<file path="src/rtl/soml_xiq_sched.sv">
`timescale 1ns/1ps
// soml_xiq_sched: runs xIxQ_cal once per candidate of a frame, captures the four
// results per run and hands them downstream on valid/ready, with hang timeout and abort.
module soml_xiq_sched #(
  parameter int NUM_CAND    = 4,
  parameter int IDX_W       = 2,
  parameter int TIMEOUT_CYC = 64,
  parameter int TMO_W       = 7
) (
  input  logic             clk,
  input  logic             rst,
  input  logic             frame_start,
  input  logic             abort,
  output logic             cal_start,
  output logic [IDX_W-1:0] cal_cand_idx,
  input  logic             cal_done,
  input  logic [15:0]      cal_xI1,
  input  logic [15:0]      cal_xI2,
  input  logic [15:0]      cal_xQ1,
  input  logic [15:0]      cal_xQ2,
  output logic             out_valid,
  input  logic             out_ready,
  output logic [IDX_W-1:0] out_cand_idx,
  output logic [15:0]      out_xI1,
  output logic [15:0]      out_xI2,
  output logic [15:0]      out_xQ1,
  output logic [15:0]      out_xQ2,
  output logic             frame_busy,
  output logic             frame_done,
  output logic             timeout_err
);

  typedef enum logic [2:0] {
    S_IDLE,
    S_ISSUE,
    S_WAIT,
    S_HOLD,
    S_DONE
  } state_t;

  localparam logic [IDX_W-1:0] LAST_IDX = IDX_W'(NUM_CAND - 1);
  localparam logic [TMO_W-1:0] TMO_LAST = TMO_W'(TIMEOUT_CYC - 1);

  state_t           state;
  state_t           state_next;
  logic [IDX_W-1:0] idx;
  logic [IDX_W-1:0] idx_d;
  logic [TMO_W-1:0] timer;
  logic [TMO_W-1:0] timer_d;

  logic accept;
  logic capture;
  logic tmo_hit;
  logic handshake;

  logic cal_start_d;
  logic out_valid_d;
  logic frame_busy_d;
  logic frame_done_d;
  logic timeout_err_d;

  // Event qualifiers; abort masks every event it has priority over.
  always_comb begin
    accept    = (state == S_IDLE) && frame_start && !abort;
    capture   = (state == S_WAIT) && cal_done && !abort;
    tmo_hit   = (state == S_WAIT) && !cal_done && !abort && (timer == TMO_LAST);
    handshake = (state == S_HOLD) && out_valid && out_ready && !abort;
  end

  always_ff @(posedge clk or negedge rst) begin
    if (!rst) state <= S_IDLE;
    else      state <= state_next;
  end

  always_comb begin
    // NOTE: every always_comb output gets a default first, so no path can infer a latch.
    state_next = state;
    if (abort && (state != S_IDLE)) begin
      state_next = S_IDLE;
    end else begin
      case (state)
        S_IDLE:  if (accept) state_next = S_ISSUE;
        S_ISSUE: state_next = S_WAIT;
        S_WAIT: begin
          if (capture)      state_next = S_HOLD;
          else if (tmo_hit) state_next = S_IDLE;
        end
        S_HOLD: begin
          if (handshake) state_next = (idx == LAST_IDX) ? S_DONE : S_ISSUE;
        end
        S_DONE:  state_next = S_IDLE;
        default: state_next = S_IDLE;
      endcase
    end
  end

  // Registered outputs are loaded from the state being entered, so each one
  // lines up with the state it belongs to without an extra cycle of delay.
  always_comb begin
    cal_start_d   = (state_next == S_ISSUE);
    out_valid_d   = (state_next == S_HOLD);
    frame_busy_d  = (state_next != S_IDLE);
    frame_done_d  = (state_next == S_DONE);

    timeout_err_d = timeout_err;
    if (accept)       timeout_err_d = 1'b0;
    else if (tmo_hit) timeout_err_d = 1'b1;

    idx_d = idx;
    if (accept)                             idx_d = '0;
    else if (handshake && idx != LAST_IDX)  idx_d = idx + 1'b1;

    timer_d = timer;
    if (state == S_ISSUE)     timer_d = '0;
    else if (state == S_WAIT) timer_d = timer + 1'b1;
  end

  always_ff @(posedge clk or negedge rst) begin
    if (!rst) begin
      cal_start    <= 1'b0;
      out_valid    <= 1'b0;
      frame_busy   <= 1'b0;
      frame_done   <= 1'b0;
      timeout_err  <= 1'b0;
      idx          <= '0;
      timer        <= '0;
      out_cand_idx <= '0;
      out_xI1      <= '0;
      out_xI2      <= '0;
      out_xQ1      <= '0;
      out_xQ2      <= '0;
    end else begin
      // NOTE: non-blocking assignments so every register samples pre-edge values.
      cal_start   <= cal_start_d;
      out_valid   <= out_valid_d;
      frame_busy  <= frame_busy_d;
      frame_done  <= frame_done_d;
      timeout_err <= timeout_err_d;
      idx         <= idx_d;
      timer       <= timer_d;
      if (capture) begin
        out_cand_idx <= idx;
        out_xI1      <= cal_xI1;
        out_xI2      <= cal_xI2;
        out_xQ1      <= cal_xQ1;
        out_xQ2      <= cal_xQ2;
      end
    end
  end

  assign cal_cand_idx = idx;

endmodule

</file>
<file path="config.mk">
export PLATFORM = sky130hd
export DESIGN_NAME = soml_xiq_sched
export DESIGN_NICKNAME = d
export VERILOG_FILES = /design/src/rtl/soml_xiq_sched.sv
export SDC_FILE = /design/constraint.sdc
export NUM_CORES = 1
export LEC_CHECK = 0
export CELL_PAD_IN_SITES_DETAIL_PLACEMENT = 1
export CELL_PAD_IN_SITES_GLOBAL_PLACEMENT = 2
export CORE_MARGIN = 1.5
export CORE_UTILIZATION = 30
export DETAILED_ROUTE_END_ITERATION = 8
export PLACE_DENSITY = 0.88
export SKIP_LAST_GASP = 1
export SYNTH_ARGS = -nofsm -noshare
export SYNTH_HDL_FRONTEND = slang
export SYNTH_SLANG_ARGS = --single-unit
</file>
<file path="constraint.sdc">
create_clock -name clk -period 4.6 [get_ports clk]
set_input_delay 0.92 -clock clk [delete_from_list [all_inputs] [get_ports clk]]
set_output_delay 0.92 -clock clk [all_outputs]
set_load 0.02 [all_outputs]
</file>
---- Word level (Yosys, flattened, before mapping) ----
Index checks and enable logic that the tools add are counted.
operators by class
  add/subtract/negate cells ............... 2
  equality and inequality tests ........... 9
  mux-type cells .......................... 13
  reduce and logical (&&, ||, !) cells .... 20
operator list
  kind                                                 count
  two-way mux 3 bit                                    6
  two-way mux 7 bit                                    2
  logical AND 1 bit                                    12
  case mux 3 bit (4 select lines)                      1
  equality test 3 x 2 -> 1 bit, second input constant  3
  adder 7 x 1 -> 7 bit, second input constant          1
  equality test 7 x 6 -> 1 bit, second input constant  1
  equality test 3 x 1 -> 1 bit, second input constant  2
  nonzero test 2 bit                                   3
  nonzero test 3 bit                                   2
  two-way mux 2 bit                                    2
  equality test 3 bit, second input constant           1
  logical NOT 3 bit                                    1
  adder 2 x 1 -> 2 bit, second input constant          1
  equality test 2 bit, second input constant           1
  logical NOT 1 bit                                    2
  two-way mux 1 bit                                    2
  inequality test 2 bit, second input constant         1
word-level totals
  flip-flop bits (word level) ............. 83
  output and inout port bits .............. 73
  word-level logic and storage cells ...... 57

---- Logic depth before layout (Yosys ltp) ----
Gate-level depths: netlist of the first run.
  word-level depth ........................ 9
  mapped depth ............................ 6
  depth with buffers taken out ............ 5

---- Worst setup path before layout of the first run ----
Ideal clock, no wire load.
  path kind ............................... input -> register
  start point ............................. input port abort
  end point ............................... register frame_busy
  data arrival time ....................... 1.971 ns
  slack ................................... 2.505 ns
  cell stages on the path ................. 5
  path buffers ............................ 1
  cells stage by stage .................... buf_6 -> or3_1 -> o31ai_1 -> a211oi_1 -> a211o_1
on the way
  longest elaborated chain between the ends .. 8
ends and longest elaborated chain
  what                             line  text
  start: declaration               13    input logic abort,
  logical NOT 1 bit                n/a
  logical AND 1 bit (2 in a row)   66    tmo_hit = (state == S_WAIT) && !cal_done && !abort && (timer == TMO_LAST);
  two-way mux 3 bit                86    else if (tmo_hit) state_next = S_IDLE;
  two-way mux 3 bit                85    if (capture) state_next = S_HOLD;
  case mux 3 bit (4 select lines)  81    case (state)
  two-way mux 3 bit *              78    if (abort && (state != S_IDLE)) begin
  via state_next[1]                45    state_t state_next;
  nonzero test 3 bit *             102   frame_busy_d = (state_next != S_IDLE);
  via frame_busy_d                 58    logic frame_busy_d;
  end signal: assignment           136   frame_busy <= frame_busy_d;
  end: declaration                 28    output logic frame_busy,
The timed path passes the listed nets; every way through them passes the cells marked *.
A chain may end at the register's enable or synchronous reset.

---- Final worst setup path of the first run ----
  start point ............................. input port abort
  end point ............................... register out_xI2[15]
on the way
  longest elaborated chain between the ends .. 2
ends and longest elaborated chain
  what                    line  text
  logical NOT 1 bit       65    capture = (state == S_WAIT) && cal_done && !abort;
  logical AND 1 bit       65
  end signal: assignment  144   out_xI2 <= cal_xI2;
  end: declaration        25    output logic [15:0] out_xI2,
No other way between the ends.

==> results.yml, run 1 <==
outcome:
  outcome: "completed"
place:
  io_buffers: 142
  dp_hpwl_um: 6150
  dp_worst_setup_slack_ns: 1.84
  gp_congestion: 0.774
synthesis:
  yosys_warnings: 0
  avgSynthCellArea_um2: 15.0
  ys_seq_elements: 83
  syn_nets: 306
  synthCells: 234
  yosysSeqAreaShare_pct: 59.0
  ys_types: 39
  syn_area_mm2: 0.00352
sta:
  hold_violations: 0
  finalSetupViolations: 0
  timing.fmax_mhz: 413
  worstMarginPinSlew_ns: 1.08
  fin_skew_ns: 0.00714
  finalCritPeriodShare_pct: 52.6
  period_minus_slack_ns: 2.42
  finalSetupTns_ns: 0
  fin_ws_ns: 2.18
  relSlewSlack_pct: 27.9
  drv_slew: 0
  rsz0062_at_grt: "false"
layout:
  nFillCells: 1161
  multiInputGateArea_mm2: 0.00133
  antenna_cells: 0
  utilization_pct: 46.9
  layout_common_cells: "clkdlybuf4s50_1, dfrtp_1, mux2_4"
  area_delta_synth_final_pct: 52.2
  fin_nets: 447
  layout_commonest_cell: "clkdlybuf4s50_1"
  regArea_mm2: 0.00208
  drive_gt1_share_pct: 22.0
clocking:
  clk_latency_ns: 0.34
  post_cts_resized: 0
  clkTransAtPathRegs_ns: 0.05
  cts_root_buf: "clkbuf_16"
  htree_levels: 3
  cts_buffer_depth: 2
  cts_hold_buf: 0
  postCtsSetupBuffers: 0
  cts_tree: "built"
  cts-buffers-inserted: 9
  clock-sinks: 83
drt:
  routed_wl_um: 8990
  detail_route.wl_per_cell_um: 17.3
  vias_per_cell: 4.74
  ant_nets: 0
  num_vias: 2472
  first_pass_iters: 4
  dr.first_iter.drc_count: 118
  drcViolationCount: 0
global_routing:
  grt_pass1_wl_um: 14800
  grt_max_degree: 84
  grt_pass1_vias: 2685
  grt_remaining_overflow: 0
  antenna_found_initial: 0
  gr-usage-all-layers_pct: 15.4
setup_path:
  r2r_slack_ns: 2.57
  reg2regPathDepth: 4
  path_max_fanout: 66
  cp_slowest_stage_delay_ns: 0.65
  crit_end: "out_xI2[15]"
  r2r-start: "state[0]"
  slowest_stage: "clkdlybuf4s50_1"
  crit_chain: "clkdlybuf4s50_1, nand3b_1, buf_12, mux2_2"
  crit_buf_inv: 2
  startpoint: "abort"
  crit_cells: 4
  startpoint_type: "input port"
  arrival_ns: 2.64
  critPathTopFamily: "buffers and inverters"
  cp.required_ns: 4.82
  cp-end-kind: "flip-flop"
  crit_type: "in2reg"
  regToRegEndpoint: "out_xI2[15]"
power_and_ir_drop:
  p_comb_share_pct: 44.8
  seq_power_share_pct: 34.1
  clkPwrFrac_pct: 21.1
  max-vdd-ir-drop_mv: 0.446
  power.leakage_nw: 2.38
  p_sw_share_pct: 32.6
  power_switching_mw: 1.20
  power.internal_mw: 2.47
  powerDensity_mw_per_mm2: 686
floorplan:
  start_util_pct: 30.8
  die_area_mm2: 0.0124
  die_w_um: 111
  io_pins: 143
  core_area_mm2: 0.0114
  std_cell_rows: 39
  die_h_um: 111
flow_run:
  max-cap-violations: 0
worst_hold_path:
  hold_path.class: "reg2reg"
state kept, by name, indices dropped and copies added (netlist names):
register and count:
out_cand_idx 2, cal_start 1, out_valid 1, state 3, timer 7, out_xI1 16, frame_done 1, frame_busy 1
timeout_err 1, out_xQ2 16, out_xI2 16, cal_cand_idx 2, out_xQ1 16
metal layers:
metal / global-route usage (%) / vias to the layer above / part of all wire [%]
li1: - / 1115 / -
met1: 19.7 / 1249 / 43
met2: 24.2 / 95 / 49
met3: 5.19 / 13 / 6.4
met4: 5.99 / 0 / 1.9
met5: 0 / - / 0
power by group through the flow:
stage / sequential (mW) / clock (mW) / combinational, mW
after global placement: 1.24 / 0 / 1.63
final: 1.25 / 0.774 / 1.65
after global routing: 1.30 / 0.839 / 1.73
after floorplan: 1.59 / 0 / 0.534
after detailed placement: 1.26 / 0 / 1.66
after CTS: 1.26 / 0.804 / 1.67
stage by stage:
step / hold WS [ns] / power, mW / instances / instance area [um2]
4_1_cts: 0.506 / 3.73 / 521 / 5360
2_1_floorplan: 0.528 / 2.12 / 234 / 3520
6_report: 0.502 / 3.67 / 521 / 5360
3_3_place_gp: 0.488 / 2.87 / 507 / 5040
3_5_place_dp: 0.493 / 2.92 / 507 / 5040
5_1_grt: 0.523 / 3.87 / 521 / 5360
logic make-up (layout without fill, tap and decap cells):
group,count (synthesis),after routing,share of synthesized area [%]
xor gates and xnor gates,1,1,0.249
DFF,83,83,59.0
AOI/OAI and AO/OA,31,31,5.30
and+or+nand+nor,33,33,5.69
buffers and inverters,16,160,3.06
muxes,68,68,26.0
adders and majority gates,2,2,0.711
cell type report:
type / count / area share, %
clock buffer: 12 / 4.79
clock inverter: 2 / 1.12
inverter: 3 / 0.210
multi-input combinational: 135 / 24.9
sequential: 83 / 38.8
tap: 143 / 3.34
timing repair buffer: 143 / 26.9
synthesized netlist by cell type:
master,number,share of area (%)
nand2b_1,1,0.18
a211oi_1,1,0.21
buf_4,1,0.21
o311ai_0,2,0.50
and4b_1,1,0.28
a211o_1,1,0.25
nor3b_2,1,0.36
inv_1,3,0.32
nand4_1,1,0.18
nor4_2,1,0.36
buf_2,5,0.71
and3b_1,1,0.25
nor4b_1,2,0.50
a22oi_1,1,0.21
dfrtp_1,83,59
or3_1,1,0.18
clkbuf_1,1,0.11
o211ai_1,2,0.43
o21ai_0,13,1.8
buf_1,1,0.11
mux2i_1,2,0.57
and3_1,1,0.18
o22ai_1,2,0.36
nand2_1,4,0.43
xnor2_1,1,0.25
o31ai_1,1,0.21
nor3b_1,1,0.21
nor2_1,7,0.75
nor3_1,4,0.57
nor2b_1,2,0.36
nand3b_1,1,0.21
nand3_1,2,0.28
or4_1,2,0.43
mux2_4,40,17
buf_6,5,1.6
ha_1,2,0.71
mux2_2,26,8.3
o21a_1,2,0.43
a21oi_1,6,0.85
how the worst min path moves through the flow:
stage,start,end,slack (ns),depth (start not counted)
5_1_grt,out_xQ1[1],out_xQ1[1],0.52,1
3_5_place_dp,out_xQ1[5],out_xQ1[5],0.49,1
4_1_cts,out_xQ1[5],out_xQ1[5],0.51,1
3_3_place_gp,out_xQ2[13],out_xQ2[13],0.49,1
6_report,out_xQ1[5],out_xQ1[5],0.50,1
2_1_floorplan,timer[1],timer[1],0.53,2
No activity file was read; power rests on OpenSTA's default activity.
==> run 2: changes to the inputs <==
Settings changed: CORE_UTILIZATION 30 to 28, PLACE_DENSITY 0.88 to 0.83.
Clock period 4.6 ns to 2.3 ns, I/O delays scaled along.
==> results.yml, run 2 (same netlist as run 1, synthesis figures left out) <==
floorplan:
  std_cell_rows: 40
  io_pins: 143
  die_h_um: 115
  start_util_pct: 29.0
  die_area_mm2: 0.0132
  core_area_mm2: 0.0121
  die_w_um: 115
sta:
  finalSetupViolations: 0
  fin_skew_ns: 0.00566
  finalSetupTns_ns: 0
  drv_slew: 0
  relSlewSlack_pct: 71.1
  period_minus_slack_ns: 1.93
  timing.fmax_mhz: 519
  rsz0062_at_grt: "false"
  hold_violations: 0
  finalCritPeriodShare_pct: 83.8
  worstMarginPinSlew_ns: 0.432
drt:
  ant_nets: 0
  num_vias: 2473
  routed_wl_um: 9150
  drcViolationCount: 0
  vias_per_cell: 4.46
  first_pass_iters: 4
  dr.first_iter.drc_count: 89
  detail_route.wl_per_cell_um: 16.5
power_and_ir_drop:
  power_switching_mw: 2.41
  power.leakage_nw: 2.42
  max-vdd-ir-drop_mv: 0.480
  powerDensity_mw_per_mm2: 1330
  p_comb_share_pct: 46.4
  power.internal_mw: 4.83
  seq_power_share_pct: 34.2
  clkPwrFrac_pct: 19.4
  p_sw_share_pct: 33.3
place:
  dp.cells: 540
  gp_congestion: 0.755
  dp_hpwl_um: 6610
  io_buffers: 142
clocking:
  cts_tree: "built"
  cts_buffer_depth: 2
  cts_root_buf: "clkbuf_16"
  post_cts_resized: 0
  cts-buffers-inserted: 9
  clock-sinks: 83
  htree_levels: 3
  postCtsSetupBuffers: 0
  clkTransAtPathRegs_ns: 0.06
  cts_hold_buf: 0
  clk_latency_ns: 0.34
outcome:
  outcome: "completed"
setup_path:
  slowest_stage: "dfrtp_1"
  cp-end-kind: "flip-flop"
  cp_slowest_stage_delay_ns: 0.57
  path_max_fanout: 18
  crit_type: "reg2reg"
  startpoint_type: "flip-flop"
  cp.required_ns: 2.52
  arrival_ns: 2.15
  crit_chain: "nor3b_2, nand3b_1, buf_12, buf_4, mux2_4"
global_routing:
  antenna_found_initial: 0
  grt_max_degree: 34
  grt_pass1_wl_um: 14700
  grt_pass1_vias: 2726
  grt_remaining_overflow: 0
  gr-usage-all-layers_pct: 14.5
flow_run:
  max-cap-violations: 0
layout:
  utilization_pct: 45.0
  drive_gt1_share_pct: 23.6
  antenna_cells: 0
  area_delta_synth_final_pct: 54.9
  layout_commonest_cell: "clkdlybuf4s50_1"
  fin_nets: 455
  instances_no_fill: 554
  layout_common_cells: "clkdlybuf4s50_1, dfrtp_1, mux2_4"
worst_hold_path:
  hold_path.class: "in2async"
-- run 2: changes by cell type in the layout (fill, tap and decap cells not counted), sizes merged --
| cell | previous run | this run |
|---|---|---|
| clkinv | 0 | 2 |
| clkbuf | 12 | 11 |
| buf | 2 | 10 |
| bufinv | 2 | 1 |
-- run 2: area by class of cell --
| class | count | area [um2] |
|---|---|---|
| clock buffer | 11 | 243 |
| multi-input combinational | 135 | 1330 |
| timing repair buffer | 151 | 1540 |
| tap | 168 | 210 |
| sequential | 83 | 2080 |
| fill | 1251 | 6660 |
| inverter | 3 | 11.3 |
| clock inverter | 3 | 40.0 |
-- run 2: final timing paths --
check / startpoint / endpoint / slack, ns / cells past startpoint
hold / removal: rst / out_xI2[1] / 0.05 / 1
min in group clk: out_xQ1[2] / out_xQ1[2] / 0.50 / 1
max in group asynchronous: rst / out_xI2[3] / 1.59 / 2
setup reg to reg: state[1] / out_xI2[14] / 0.37 / 5
setup / recovery: state[1] / out_xI2[14] / 0.37 / 5
hold reg to reg: out_xQ1[2] / out_xQ1[2] / 0.50 / 1
-- run 2: worst max-delay path: cells and delay by family, from the launching register on --
family | cells | cell delay [ns]
buffers and inverters | 2 | 0.39
flip-flops | 1 | 0.57
multiplexers | 1 | 0.31
AND/OR/NAND/NOR | 2 | 0.52
-- run 2: power groups by stage --
stage	clock network, mW	logic (mW)	registers, mW
2_1_floorplan	0	1.07	3.17
3_3_place_gp	0	3.32	2.47
3_5_place_dp	0	3.38	2.50
4_1_cts	1.47	3.40	2.48
5_1_grt	1.51	3.56	2.56
6_report	1.41	3.36	2.48
-- run 2: stage by stage --
stage / worst slack [ns] / area (um2) / hold slack, ns / power, mW
3_5_place_dp: 0.159 / 5170 / 0.423 / 5.87
3_3_place_gp: 0.185 / 5170 / 0.413 / 5.79
2_1_floorplan: 0.665 / 3520 / 0.164 / 4.24
6_report: 0.373 / 5450 / 0.0549 / 7.24
4_1_cts: 0.381 / 5450 / 0.0513 / 7.35
5_1_grt: 0.278 / 5450 / 0.0751 / 7.63
-- run 2: layer usage --
layer,wire [um],share of wire (%),track usage [%]
met1,3880,42,17.4
met2,4470,49,24.7
met3,694,7.6,5.06
met4,103,1.1,4.20
met5,0,0,0
